===== src/rtl/demux_pkg.sv =====
// Shared constants, FSM state type and lane-order helper for the 1:8 deserializer.
// Pure declarations; no timing of its own.
// Build option DEMUX1TO8_MSB_FIRST_EN flips the lane fill order to MSB-first.
package demux_pkg;

  localparam int LANES = 8;
  localparam int SEL_W = $clog2(LANES);

  typedef enum logic {
    FILL = 1'b0,
    HOLD = 1'b1
  } state_t;

  // Map the bit-position counter onto the physical lane that receives the bit.
  function automatic logic [SEL_W-1:0] lane_of(input logic [SEL_W-1:0] sel);
`ifdef DEMUX1TO8_MSB_FIRST_EN
    return SEL_W'(LANES - 1) - sel;
`else
    return sel;
`endif
  endfunction

endpackage


===== src/rtl/decoder3to8.sv =====
// One-hot write-enable decode of a 3-bit lane index, gated by an enable.
// Purely combinational, zero cycles.
// No handshake; the caller folds backpressure into en.
module decoder3to8 (
  input  logic [2:0] lane,
  input  logic       en,
  output logic [7:0] we
);

  // Raise exactly one enable when en is set, none otherwise.
  always_comb begin
    we = '0;
    if (en) begin
      we[lane] = 1'b1;
    end
  end

endmodule


===== src/rtl/demux1to8_deser.sv =====
// Serial-to-parallel 1:8 deserializer: steers one bit per accepted beat into 8 lane registers.
// Word is presented (out_valid) one cycle after the 8th accepted bit; 1 bit/cycle sustained.
// While a word waits, in_ready follows out_ready, allowing zero-bubble back-to-back words.
// Build option DEMUX1TO8_MSB_FIRST_EN fills q[7] first instead of q[0].
module demux1to8_deser
  import demux_pkg::*;
#(
  parameter int LANES = 8
) (
  input  logic             clk,
  input  logic             rst,
  input  logic             clr,
  input  logic             in_valid,
  output logic             in_ready,
  input  logic             d,
  output logic [SEL_W-1:0] sel,
  output logic             out_valid,
  input  logic             out_ready,
  output logic [7:0]       q
);

  // The lane decoder and the word width are hard-wired to eight lanes.
  if (LANES != 8) begin : g_bad_lanes
    $error("demux1to8_deser: LANES must be 8");
  end

  state_t           state;
  state_t           state_nxt;
  logic [SEL_W-1:0] sel_nxt;
  logic             accept;
  logic             wr_en;
  logic [7:0]       we;

  assign out_valid = (state == HOLD);
  assign in_ready  = (state == FILL) || out_ready;
  assign accept    = in_valid && in_ready;

  // clr drops a same-cycle bit only while filling; a held word ignores clr.
  // In HOLD sel is already 0, so the accepted bit lands in the first lane of the new word.
  assign wr_en = accept && !(clr && (state == FILL));

  decoder3to8 u_dec (
    .lane (lane_of(sel)),
    .en   (wr_en),
    .we   (we)
  );

  // State and lane counter register.
  always_ff @(posedge clk) begin
    if (rst) begin
      state <= FILL;
      sel   <= '0;
    end else begin
      state <= state_nxt;
      sel   <= sel_nxt;
    end
  end

  // Next-state and lane-counter logic.
  always_comb begin
    state_nxt = state;
    sel_nxt   = sel;
    unique case (state)
      FILL: begin
        if (clr) begin
          sel_nxt = '0;
        end else if (accept) begin
          sel_nxt = sel + SEL_W'(1);
          if (sel == SEL_W'(LANES - 1)) begin
            state_nxt = HOLD;
          end
        end
      end
      HOLD: begin
        if (out_ready) begin
          state_nxt = FILL;
          sel_nxt   = accept ? SEL_W'(1) : '0;
        end
      end
      default: begin
        state_nxt = FILL;
        sel_nxt   = '0;
      end
    endcase
  end

  // Lane registers: only the decoded lane takes d; all others hold.
  always_ff @(posedge clk) begin
    if (rst) begin
      q <= '0;
    end else begin
      q <= (q & ~we) | (we & {8{d}});
    end
  end

endmodule


===== config.mk =====
export PLATFORM = sky130hd
export DESIGN_NAME = demux1to8_deser
export DESIGN_NICKNAME = d
export VERILOG_FILES = /design/src/rtl/demux_pkg.sv /design/src/rtl/decoder3to8.sv /design/src/rtl/demux1to8_deser.sv
export SDC_FILE = /design/constraint.sdc
export NUM_CORES = 1
export LEC_CHECK = 0
export BUFFER_PORTS_ARGS = -buffer_cell sky130_fd_sc_hd__buf_2
export CORE_MARGIN = 4
export CORE_UTILIZATION = 47
export DETAILED_ROUTE_END_ITERATION = 7
export GPL_ROUTABILITY_DRIVEN = 0
export PLACE_DENSITY = 0.74
export SLEW_MARGIN = 15
export SYNTH_ARGS = -nofsm -noshare
export SYNTH_HDL_FRONTEND = slang
export SYNTH_SLANG_ARGS = --single-unit
export TNS_END_PERCENT = 20

===== constraint.sdc =====
create_clock -name clk -period 1.5 [get_ports clk]
set_input_delay 0.15 -clock clk [delete_from_list [all_inputs] [get_ports clk]]
set_output_delay 0.15 -clock clk [all_outputs]
set_load 0.1 [all_outputs]

==> key figures <==
Place
  – Setup WS pre-CTS: 361 ps
  – Post-DP HPWL: 899 um
  – Placed cell areas: 699 um^2
  – IO Port Bufs: 18

Synthesis
  – Synth Area per Inst: 9.35 um^2
  – Synth Warn #: 0
  – Synth Area in Simple Gates: 0.197
  – Top-count cell post-synth: dfxtp_1
  – Main area contributors after synthesis: dfxtp_1 (39%), mux2i_1 (13%), nand2b_1 (9.1%)
  – Main combinational cell family by area after synthesis: simple AND/OR/NAND/NOR gates
  – Post-Synth XOR/XNOR Area: 0
  – Unique masters post-synth: 20
  – Adder-cell share of the synthesized area: 0.0406
  – Seq/Total Area, Yosys: 0.389
  – Flip-flop and latch count after synthesis: 12
  – Multiplexer share of the synthesized area: 0.130
  – Ys flop type: dfxtp_1
  – Post-synthesis compound-gate area fraction: 0.170
  – Post-synthesis instance total: 66
  – Top-area cell type share of the netlist area: 0.389
  – Post-synth ARST share: 0
  – Syn nets: 74
  – Synth cell count leaders: dfxtp_1 (12), nand2b_1 (9), mux2i_1 (8)
  – Syn Std Cell Area: 617 um^2
  – Post-synth EDFFs: 0
  – Leading area contributor after synthesis: dfxtp_1

Pwr
  – Power share of the clock group: 0.394
  – Comb power frac: 0.108
  – Maximum VDD drop: 0.659 mV
  – Cell internal pwr: 490 uW
  – Leakage power: 0.362 nW
  – PwrDens: 888 mW/mm^2
  – Sequential share of power: 0.497
  – Psw: 168 uW
  – Switching Share: 0.255

Hold path
  – Worst Hold Class: input pin to register
  – Hold Crit Depth: 2

Finish
  – Fin area: 741 um^2
  – Area Overhead vs Synth: 20.1%
  – Final #Nets: 93
  – # diodes: 0
  – Share of cells above drive strength 1: 0.333

STA
  – Final-report hold violation count: 0
  – Post-route setup slack: 140 ps
  – Final Skew: 10.0 ps
  – Unrepaired setup endpoints after global routing: false
  – Endpoints failing setup: 0
  – Fin crit period: 1360 ps
  – Fmax: 736 MHz
  – Final Cycle Share: 0.906
  – Worst slew margin: 0.678
  – Slew @ Worst Pin: 487 ps
  – Slew Limit Fails: 0

Drt
  – Routed WL per cell: 13.2 um
  – Vias per cell: 5.66
  – DR DRC count: 0
  – Post-route ant nets: 0
  – Total wire length: 1290 um
  – DR iter-0 viols: 17
  – Total number of vias: 555
  – Pre-Repair DR Iteration Count: 4

Floorplan
  – Die footprint: 0.00196 mm^2
  – Row cnt: 12
  – Initial core utilization: 0.527
  – Die outline width: 44.2 um
  – # IOs: 19
  – Core area: 0.00117 mm^2
  – Die Span Y: 44.2 um

GRT
  – Number of antenna violations at the first check in global routing: 0
  – Largest net degree at the start of global routing: 14
  – GRT Resource Usage Total: 0.141
  – Total grt overflow: 0
  – First-pass GRT wire length: 2060 um
  – Vias in the first global route: 505

Critical path
  – Kind of end point of the critical path: output port
  – Critical Path RT: 1350 ps
  – Crit-path max FO: 6
  – Crit path launch: out_valid$_SDFF_PP0_
  – RR Endpoint: sel[2]$_SDFFE_PP0P_
  – FF-to-FF setup slack: 350 ps
  – Worst Setup Start Kind: register
  – Worst setup endpoint: in_ready
  – Critical R2R Launch: sel[0]$_SDFFE_PP0P_
  – CP arrival: 1210 ps
  – R2R cell count: 4
  – Kind of critical path: register to output port

Clock tree
  – CTS Hold Buffers Added: 0
  – Post-CTS setup buffer count: 0
  – Sink Count: 12
  – Root buffer cell: clkbuf_4
  – Number of H-tree levels: 1
  – CTS tree: done
  – CTS clk-pin slew, worst paths: 80 ps
  – CTS Buf Count: 3
  – Clock Latency Late Sink: 280 ps
  – CTS max path bufs: 2

Outcome
  – Status: finished, final reports clean

Run
  – Max Cap Viol: 0
==> layout make-up <==
cell class                 count  area [um^2]
clock buffer                   4         36.3
multi-input combinational     47          334
timing repair buffer          19          100
inverter                       2         7.51
fill                         107          430
tap                           14         17.5
sequential                    12          245
==> through the flow <==
step	std cells	power [mW]	hold slack (ps)	util	setup TNS, ps
after floorplan	66	0.391	334	-	-153
after global placement	94	0.404	451	0.597	0
after detailed placement	94	0.405	453	0.597	0
after CTS	98	0.661	156	0.628	0
after global routing	98	0.680	195	0.632	0
final	98	0.658	161	0.632	0
==> worst max-delay path, cell delays in order, from the launching register on <==
cell	delay, ps
dfxtp_2	370
nor2b_2	210
inv_1	80
clkbuf_4	280
==> timing repair <==
item,CTS,global route
resized for setup,0,2
endpoints found under the hold margin,0,0
setup endpoints to repair,0,1
==> worst min-delay path by stage <==
stage,startpoint,end,slack [ps]
global placement,rst,sel[1]$_SDFFE_PP0P_,450
CTS,rst,sel[0]$_SDFFE_PP0P_,160
detailed placement,rst,out_valid$_SDFF_PP0_,450
finish,rst,sel[0]$_SDFFE_PP0P_,160
global route,rst,sel[0]$_SDFFE_PP0P_,200
floorplan,rst,register,330
==> metal layers <==
metal | vias up | part of all wire | global-route usage
li1 | 272 | - | -
met1 | 263 | 0.46 | 0.178
met2 | 17 | 0.45 | 0.218
met3 | 3 | 0.077 | 0.0528
met4 | 0 | 0.013 | 0.0542
met5 | - | 0 | 0
==> cells in the final DEF, fill, tap and decap left out, drive strengths merged, types with 3 or more instances in the layout <==
| cell | synthesis | routed |
|---|---|---|
| buf | 4 | 18 |
| dfxtp | 12 | 12 |
| nand2b | 9 | 9 |
| mux2i | 8 | 8 |
| clkbuf | 1 | 5 |
| o2111ai | 4 | 4 |
| o211ai | 4 | 4 |
| o21ai | 4 | 4 |
| a21oi | 4 | 4 |
| nand3 | 3 | 3 |
==> power by group through the flow <==
stage	clock [mW]	sequential, mW	combinational (mW)
after floorplan	0	0.360	0.0312
after global placement	0	0.334	0.0697
after detailed placement	0	0.334	0.0704
after CTS	0.263	0.327	0.0707
after global routing	0.277	0.328	0.0755
final	0.259	0.327	0.0713
==> cells by family (layout without fill, tap and decap cells) <==
family	Yosys count	in the layout
simple gates	21	21
buf+inv	7	25
flops	12	12
compound gates	16	16
fa+ha+maj	2	2
mux	8	8
(Power assumes the default switching activity.)
